==> src/rtl/if_id_skid_stage_pkg.sv <==
// Shared definitions for the IF/ID skid stage: state encoding, default NOP, perf counter width.
package pipe_pkg;

    typedef enum logic [1:0] {
        ST_EMPTY = 2'd0,
        ST_BUSY  = 2'd1,
        ST_FULL  = 2'd2
    } stage_state_e;

    localparam logic [7:0] DEFAULT_NOP_INSTR = 8'h00;
    localparam int         PERF_CNT_W        = 16;

endpackage

==> src/rtl/if_id_skid_stage_if.sv <==
// One valid/ready channel carrying an instruction/PC pair.
interface if_id_skid_stage_if #(
    parameter int INSTR_W = 8,
    parameter int PC_W    = 8
);
    logic               valid;
    logic               ready;
    logic [INSTR_W-1:0] instr;
    logic [PC_W-1:0]    pc;

    modport master (output valid, output instr, output pc, input ready);
    modport slave  (input valid, input instr, input pc, output ready);
endinterface

==> src/rtl/if_id_skid_stage_sat_counter.sv <==
// Width-parametrised up-counter that sticks at all-ones; cleared only by rst.
module pipe_sat_counter #(
    parameter int W = 16
) (
    input  logic         clk,
    input  logic         rst,
    input  logic         i_inc,
    output logic [W-1:0] o_count
);
    logic [W-1:0] r_count;

    always_ff @(posedge clk or posedge rst) begin
        if (rst) begin
            r_count <= '0;
        end else if (i_inc && (r_count != {W{1'b1}})) begin
            r_count <= r_count + 1'b1;
        end
    end

    assign o_count = r_count;
endmodule

==> src/rtl/if_id_skid_stage.sv <==
// IF/ID pipeline stage with a 2-entry skid buffer and registered up.ready.
// Optional stall/flush counters are built when IF_ID_SKID_PERF_EN is defined.
module if_id_skid_stage
    import pipe_pkg::*;
#(
    parameter int                 INSTR_W   = 8,
    parameter int                 PC_W      = 8,
    parameter logic [INSTR_W-1:0] NOP_INSTR = {INSTR_W{1'b0}}
) (
    input  logic clk,
    input  logic rst,
    input  logic flush,
    if_id_skid_stage_if.slave  up,
    if_id_skid_stage_if.master dn
`ifdef IF_ID_SKID_PERF_EN
    ,
    output logic [PERF_CNT_W-1:0] stall_cycles,
    output logic [PERF_CNT_W-1:0] flush_count
`endif
);
    localparam logic [1:0] S_EMPTY = ST_EMPTY;
    localparam logic [1:0] S_BUSY  = ST_BUSY;
    localparam logic [1:0] S_FULL  = ST_FULL;

    logic [1:0]         r_state;
    logic               r_up_ready;
    logic [INSTR_W-1:0] r_main_instr;
    logic [PC_W-1:0]    r_main_pc;
    logic [INSTR_W-1:0] r_skid_instr;
    logic [PC_W-1:0]    r_skid_pc;

    logic [1:0] w_state_nxt;
    logic       w_up_xfer;
    logic       w_dn_xfer;
    logic       w_main_vld;
    logic       w_ld_main_up;
    logic       w_ld_main_skid;
    logic       w_ld_skid;

    assign w_main_vld = (r_state != S_EMPTY);
    assign w_up_xfer  = up.valid & r_up_ready;
    assign w_dn_xfer  = w_main_vld & dn.ready;

    // Flush overrides every transition, so nothing loads during a flush cycle.
    always_comb begin
        w_state_nxt    = r_state;
        w_ld_main_up   = 1'b0;
        w_ld_main_skid = 1'b0;
        w_ld_skid      = 1'b0;
        if (flush) begin
            w_state_nxt = S_EMPTY;
        end else begin
            case (r_state)
                S_EMPTY: begin
                    if (w_up_xfer) begin
                        w_ld_main_up = 1'b1;
                        w_state_nxt  = S_BUSY;
                    end
                end
                S_BUSY: begin
                    if (w_up_xfer && w_dn_xfer) begin
                        w_ld_main_up = 1'b1;
                    end else if (w_up_xfer) begin
                        w_ld_skid   = 1'b1;
                        w_state_nxt = S_FULL;
                    end else if (w_dn_xfer) begin
                        w_state_nxt = S_EMPTY;
                    end
                end
                S_FULL: begin
                    if (w_dn_xfer) begin
                        w_ld_main_skid = 1'b1;
                        w_state_nxt    = S_BUSY;
                    end
                end
                default: w_state_nxt = S_EMPTY;
            endcase
        end
    end

    always_ff @(posedge clk or posedge rst) begin
        if (rst) begin
            r_state    <= S_EMPTY;
            r_up_ready <= 1'b1;
        end else begin
            r_state    <= w_state_nxt;
            r_up_ready <= (w_state_nxt != S_FULL);
        end
    end

    // Payload registers are load-enabled only; validity lives in r_state.
    always_ff @(posedge clk) begin
        if (w_ld_main_up) begin
            r_main_instr <= up.instr;
            r_main_pc    <= up.pc;
        end else if (w_ld_main_skid) begin
            r_main_instr <= r_skid_instr;
            r_main_pc    <= r_skid_pc;
        end
        if (w_ld_skid) begin
            r_skid_instr <= up.instr;
            r_skid_pc    <= up.pc;
        end
    end

    assign up.ready = r_up_ready;
    assign dn.valid = w_main_vld;
    assign dn.instr = w_main_vld ? r_main_instr : NOP_INSTR;
    assign dn.pc    = w_main_vld ? r_main_pc    : {PC_W{1'b0}};

`ifdef IF_ID_SKID_PERF_EN
    logic w_stall_inc;
    logic w_flush_inc;

    assign w_stall_inc = w_main_vld & ~dn.ready;
    assign w_flush_inc = flush & w_main_vld;

    pipe_sat_counter #(.W(PERF_CNT_W)) u_stall_cnt (
        .clk     (clk),
        .rst     (rst),
        .i_inc   (w_stall_inc),
        .o_count (stall_cycles)
    );

    pipe_sat_counter #(.W(PERF_CNT_W)) u_flush_cnt (
        .clk     (clk),
        .rst     (rst),
        .i_inc   (w_flush_inc),
        .o_count (flush_count)
    );
`endif
endmodule

==> src/flat_wrapper.sv <==
// flat-port wrapper written by rule: the top's interface ports become plain ports
module if_id_skid_stage_flat import pipe_pkg::*;
#(
    parameter int                 INSTR_W   = 8,
    parameter int                 PC_W      = 8,
    parameter logic [INSTR_W-1:0] NOP_INSTR = {INSTR_W{1'b0}}
)
  (clk, rst, flush, up_valid, up_instr, up_pc, up_ready, dn_valid, dn_instr, dn_pc, dn_ready);
  if_id_skid_stage_if #(.INSTR_W(INSTR_W), .PC_W(PC_W)) up_i ();
  if_id_skid_stage_if #(.INSTR_W(INSTR_W), .PC_W(PC_W)) dn_i ();
  input  logic clk;
  input  logic rst;
  input  logic flush;
  input wire logic [$bits(up_i.valid)-1:0] up_valid;
  input wire logic [$bits(up_i.instr)-1:0] up_instr;
  input wire logic [$bits(up_i.pc)-1:0] up_pc;
  output wire logic [$bits(up_i.ready)-1:0] up_ready;
  output wire logic [$bits(dn_i.valid)-1:0] dn_valid;
  output wire logic [$bits(dn_i.instr)-1:0] dn_instr;
  output wire logic [$bits(dn_i.pc)-1:0] dn_pc;
  input wire logic [$bits(dn_i.ready)-1:0] dn_ready;
  assign up_i.valid = up_valid;
  assign up_i.instr = up_instr;
  assign up_i.pc = up_pc;
  assign up_ready = up_i.ready;
  assign dn_valid = dn_i.valid;
  assign dn_instr = dn_i.instr;
  assign dn_pc = dn_i.pc;
  assign dn_i.ready = dn_ready;
  if_id_skid_stage #(.INSTR_W(INSTR_W), .PC_W(PC_W), .NOP_INSTR(NOP_INSTR)) u_core (.clk(clk), .rst(rst), .flush(flush), .up(up_i), .dn(dn_i));
endmodule
==> config.mk <==
export PLATFORM = sky130hd
export DESIGN_NAME = if_id_skid_stage_flat
export DESIGN_NICKNAME = d
export VERILOG_FILES = /design/src/rtl/if_id_skid_stage_pkg.sv /design/src/rtl/if_id_skid_stage_if.sv /design/src/rtl/if_id_skid_stage_sat_counter.sv /design/src/rtl/if_id_skid_stage.sv /design/src/flat_wrapper.sv
export SDC_FILE = /design/constraint.sdc
export NUM_CORES = 1
export LEC_CHECK = 0
export BUFFER_PORTS_ARGS = -buffer_cell sky130_fd_sc_hd__buf_2
export CAP_MARGIN = 25
export CORE_ASPECT_RATIO = 0.6
export CORE_MARGIN = 3
export CORE_UTILIZATION = 40
export CTS_BUF_LIST = sky130_fd_sc_hd__clkbuf_4 sky130_fd_sc_hd__clkbuf_8
export DETAILED_ROUTE_END_ITERATION = 8
export SKIP_LAST_GASP = 1
export SYNTH_ARGS = -nofsm -noshare
export SYNTH_HDL_FRONTEND = slang
export SYNTH_SLANG_ARGS = --single-unit
==> constraint.sdc <==
create_clock -name clk -period 3.01 [get_ports clk]
set_input_delay 0.1505 -clock clk [delete_from_list [all_inputs] [get_ports clk]]
set_output_delay 0.1505 -clock clk [all_outputs]
set_load 0.01 [all_outputs]
== Word level (Yosys, flattened, before mapping) ==
Cells that the tools add are included.
W data, S select, Z words.

* Flip-flop bits (word level): 35
* Latch bits: 0
* Memory bits (writable): 0
* Memory bits (read-only): 0
* Bits of input ports: 21
* Logic and storage cells: 38
* Memories: 0

* $add $sub $neg: 0
* $mul: 0
* Div/mod/pow operators: 0
* Magnitude comparators: 0
* Equality and inequality tests: 3
* Shift operators: 0
* Multiplexer cells: 23
* Bitwise operators: 2
* Reductions and logical operators: 4

{| class="wikitable"
|+ Operator list
! operator !! count
|-
| $mux W8 || 6
|-
| $mux W2 || 6
|-
| $mux W1 || 9
|-
| $pmux W2 S3 || 1
|-
| $reduce_bool A2 Y1 || 2
|-
| $and A1 B1 Y1 || 2
|-
| $eq A2 B1 Y1 const B || 1
|-
| $eq A2 B2 Y1 const B || 1
|-
| $logic_not A2 Y1 || 1
|-
| $ne A2 B2 Y1 const B || 1
|-
| $pmux W1 S2 || 1
|-
| $logic_and A1 B1 Y1 || 1
|}

== Logic depth before layout (Yosys ltp) ==
* Word-level depth: 8
* Depth in mapped cells: 5
* Mapped depth without buffers: 3

== Worst setup path before layout ==
OpenSTA, ideal clock, no wires.

* Path kind: flip-flop to flip-flop
* From: reg u_core.r_up_ready, in the netlist u_core.up.ready
* To: reg u_core.r_skid_instr[0] (enable)
* Setup time: 0.437 ns
* Arrival: 2.368 ns
* Setup slack: 0.205 ns
* Cell stages (with the launch flop): 3
* Path through: dfstp_2 > nand2_1 > nor4_1

* Longest elaborated chain between the ends: 5
* Elaborated cells between the ends (all ways): 6

{| class="wikitable"
|+ Ends and longest elaborated chain
! item !! RTL line !! source
|-
| start: declaration || if_id_skid_stage.sv:26 || <nowiki>logic r_up_ready;</nowiki>
|-
| start signal: assignment || if_id_skid_stage.sv:87 || <nowiki>r_up_ready <= (w_state_nxt != S_FULL);</nowiki>
|-
| $and A1 B1 Y1 * || if_id_skid_stage.sv:41 || <nowiki>assign w_up_xfer = up.valid & r_up_ready;</nowiki>
|-
| $mux W1 or $logic_and A1 B1 Y1 (tied branches) || if_id_skid_stage.sv:63, if_id_skid_stage.sv:61 ||
|-
| $mux W1 * || if_id_skid_stage.sv:61 || <nowiki>if (w_up_xfer && w_dn_xfer) begin</nowiki>
|-
| $mux W1 * || if_id_skid_stage.sv:53 || <nowiki>case (r_state)</nowiki>
|-
| $mux W1 * || if_id_skid_stage.sv:50 || <nowiki>if (flush) begin</nowiki>
|-
| named net u_core.w_ld_skid || if_id_skid_stage.sv:38 || <nowiki>logic w_ld_skid;</nowiki>
|-
| end signal: assignment || if_id_skid_stage.sv:101 || <nowiki>r_skid_instr <= up.instr;</nowiki>
|-
| end: declaration || if_id_skid_stage.sv:29 || <nowiki>logic [INSTR_W-1:0] r_skid_instr;</nowiki>
|}

Mark *: on every way through the listed nets, which the timed path passes. The rest lies on a longest branch.
A chain may end at the register's enable or synchronous reset.

== Final worst setup path ==
* From: reg u_core.r_up_ready, in the netlist u_core.up.ready
* To: reg u_core.r_main_pc[6] (enable)

* Longest elaborated chain between the ends: 6
* Elaborated cells between the ends (all ways): 7

{| class="wikitable"
|+ Ends and longest elaborated chain
! item !! RTL line !! source
|-
| $and A1 B1 Y1 * || if_id_skid_stage.sv:41 ||
|-
| $logic_and A1 B1 Y1 || if_id_skid_stage.sv:61 ||
|-
| $mux W1 || if_id_skid_stage.sv:61 ||
|-
| $pmux W1 S2 * || if_id_skid_stage.sv:53 ||
|-
| $mux W1 * || if_id_skid_stage.sv:50 ||
|-
| $reduce_bool A2 Y1 (no line) * || -- ||
|-
| end signal: assignment || if_id_skid_stage.sv:95 || <nowiki>r_main_pc <= up.pc;</nowiki>
|-
| end signal: assignment || if_id_skid_stage.sv:98 || <nowiki>r_main_pc <= r_skid_pc;</nowiki>
|-
| end: declaration || if_id_skid_stage.sv:28 || <nowiki>logic [PC_W-1:0] r_main_pc;</nowiki>
|}

Mark *: on every way between the ends. The rest lies on a longest branch, timed or not.

==> metrics.md <==
| Metric | Value |
|---|---|
| Overflow after GRT | `0` |
| Fin Clk Skew | `0.00446 ns` |
| Leakage power | `0.756 nW` |
| Met3 GRT Util | `0.0482` |
| Flop pwr share | `0.556` |
| Setup Fix Bufs, Post-CTS | `0` |
| Worst path cell trace | `nand2_1, or4b_1, o21ai_1, buf_4` |
| Root Driver | `clkbuf_8` |
| Post-synth top cells | `edfxtp_1 (32), nor2b_1 (16), mux2_4 (9), mux2_2 (7), inv_1 (4)` |
| H-tree levels | `2` |
| Final Hold Viols | `0` |
| Routed len/inst | `14.0 um` |
| Tmin final | `2.13 ns` |
| RSZ-0062 raised after global routing | `no` |
| Worst Hold Slack | `0.0641 ns` |
| Tot GR Track Use | `0.130` |
| DPL Wire Length | `1.83 mm` |
| Top FF cell, synth | `edfxtp_1` |
| Fmax | `0.470 GHz` |
| Vias in the first global route | `842` |
| Sink Count | `35` |
| Pwr dens | `545 mW/mm^2` |
| CP startpoint kind | `flop` |
| Initial antenna violation count | `0` |
| DRT Wirelength | `2.52 mm` |
| DRT Pass-1 Iters | `2` |
| I/O Buffers | `38` |
| Slew headroom | `0.511` |
| Area contributors post-synth | `edfxtp_1 (65%), mux2_4 (9.1%), nor2b_1 (6.8%)` |
| GRT met1 Usage | `0.160` |
| Yosys warning total | `0` |
| Hold Path Cell Cnt | `1` |
| Global-route wire length before repair | `4.20 mm` |
| Clock transition at path regs | `0.06 ns` |
| Setup TNS | `0 ns` |
| Yosys cell types | `20` |
| Worst-Skew Late Latency | `0.27 ns` |
| DIE WIDTH | `84.6 um` |
| Layout Area Growth over Synthesis | `23.6%` |
| Clock network fraction of design power | `0.339` |
| CORE AREA | `0.00340 mm^2` |
| Yosys reg bits | `35` |
| Synth top area share | `0.649` |
| Synthesized Nets | `108` |
| Layout cells sized above 1 | `0.511` |
| CP arrival | `2.11 ns` |
| Max-Cap Viols | `0` |
| Worst reg2reg path depth | `4` |
| Number of synthesized flops with an enable pin | `32` |
| Internal power | `792 uW` |
| Combinational share of power | `0.105` |
| Drc violations | `0` |
| CP Class | `flop to flop` |
| CP max FO | `9` |
| Routed Antenna Nets | `0` |
| Max VDD drop | `0.327 mV` |
| Gpl congestion | `0.708` |
| GRT busiest layer | `met2` |
| Most numerous cell in the Yosys netlist | `edfxtp_1` |
| Sw Share | `0.207` |
| Die Y | `53.1 um` |
| Diodes inserted | `0` |
| Final Cell Area | `0.00183 mm^2` |
| Initial Util | `0.435` |
| Min-Delay Path Class | `primary input to flop` |
| Mapped Cells | `87` |
| Fill cells | `291` |
| Total number of vias | `823` |
| Slowest library cell on the worst path | `dfstp_2` |
| Vias/cell | `4.57` |
| I/O Pins | `39` |
| Largest stage delay, worst path | `0.52 ns` |
| Critical Path End Type | `flop` |
| Outcome | `finished clean` |
| Placed Area | `0.00173 mm^2` |
| Psw | `206 uW` |
| Drt first-iter violations | `51` |
| Max clock buf depth | `2` |
| Sequential fraction of the synthesis area | `0.700` |
| Routing usage on met2 | `0.206` |
| Post-Syn Area | `0.00148 mm^2` |
| # nets final | `155` |
| Endpoints failing setup | `0` |
| Required time of the worst setup path | `3.00 ns` |
| Largest net degree at the start of global routing | `19` |
| Full die area | `0.00449 mm^2` |
| Slew Viols, Final | `0` |
| FP Rows | `16` |
| CTS tree | `built` |
| Final period utilization | `0.707` |
| Worst slew pin tran | `0.728 ns` |
| Synth async-reset ratio | `0.0857` |
| CTS Buf Count | `5` |
| Mean Syn Cell Area | `17.0 um^2` |
| Cell taking the most area after synthesis | `edfxtp_1` |
[per-stage QoR]
stage	cells	setup WS (ns)	power, mW	util
after detailed placement	171	0.867	0.671	0.508
after global placement	171	0.917	0.667	0.508
after CTS	180	0.854	1.01	0.538
after floorplan	87	0.205	0.629	-
final	180	0.883	0.998	0.538
after global routing	180	0.739	1.05	0.538
[layout by cell type, fill, tap and decap left out]
master         instances
clkbuf_8               5
a311oi_1               1
nor4_2                 1
mux2_4                 9
dfrtp_1                2
inv_1                  4
or4b_1                 1
dlygate4sd3_1          1
nand2_1                3
clkbuf_4               3
o21bai_1               1
buf_2                 38
mux2_2                 7
o221ai_1               1
edfxtp_1              32
nor2_1                 2
buf_4                  4
nor2b_1               16
o21ai_1                1
dfstp_2                1
nand2b_2               1
a31oi_1                1
[worst max-delay path: cells and delay by family, from the launching register on]
kind	cells	cell delay [ns]
AOI/OAI and AO/OA	1	0.42
buffers and inverters	1	0.29
DFF	1	0.52
and+or+nand+nor	2	0.61
[final cells by class]
| class | instances | area (um^2) | area share |
|---|---|---|---|
| inverters | 4 | 15.0 | 0.00820 |
| multi-input cells | 45 | 400 | 0.219 |
| repair buffers | 43 | 230 | 0.126 |
| flip-flops and latches | 35 | 1040 | 0.567 |
| clock buffers | 8 | 91.3 | 0.0499 |
| well taps | 45 | 56.3 | 0.0308 |
[final timing paths]
path	to	start	slack, ns
setup / recovery	u_core.r_main_pc[6]	u_core.up.ready	0.88
hold / removal	u_core.r_skid_pc[6]	up_pc[6]	0.06
setup reg to reg	u_core.r_main_pc[6]	u_core.up.ready	0.88
hold reg to reg	u_core.r_main_pc[3]	u_core.r_skid_pc[3]	0.55
max in group asynchronous	u_core.up.ready	rst	2.50
min in group asynchronous	u_core.r_state[0]	rst	0.30
[sequential cells by signal, indices dropped and copies added (netlist names)]
register and count:
u_core.r_main_instr 8, u_core.r_state 2, u_core.r_skid_pc 8, u_core.r_main_pc 8, u_core.r_skid_instr 8, u_core.up.ready 1
[logic make-up after synthesis]
logic type	count (synthesis)	synth area share
muxes	16	0.144
DFF	35	0.700
buffers and inverters	7	0.0338
and+or+nand+nor	24	0.0971
AOI/OAI and AO/OA	5	0.0245
[routing by layer]
metal,up-vias,part of all wire
met3,2,0.074
met1,378,0.44
met5,-,0
met2,26,0.48
li1,417,-
met4,0,0.0036
[what timing repair did]
item,CTS,global route
resized for setup,0,0
hold buffers,1,0
endpoints found under the setup margin,0,0
endpoints found under the hold margin,3,0
[power groups by stage]
stage	combinational [mW]	clock, mW	sequential, mW
after floorplan	0.0641	0	0.565
after global routing	0.117	0.373	0.556
after global placement	0.103	0	0.565
after CTS	0.107	0.349	0.555
after detailed placement	0.106	0	0.565
final	0.105	0.338	0.555
Power figures use the tool's default switching activity.
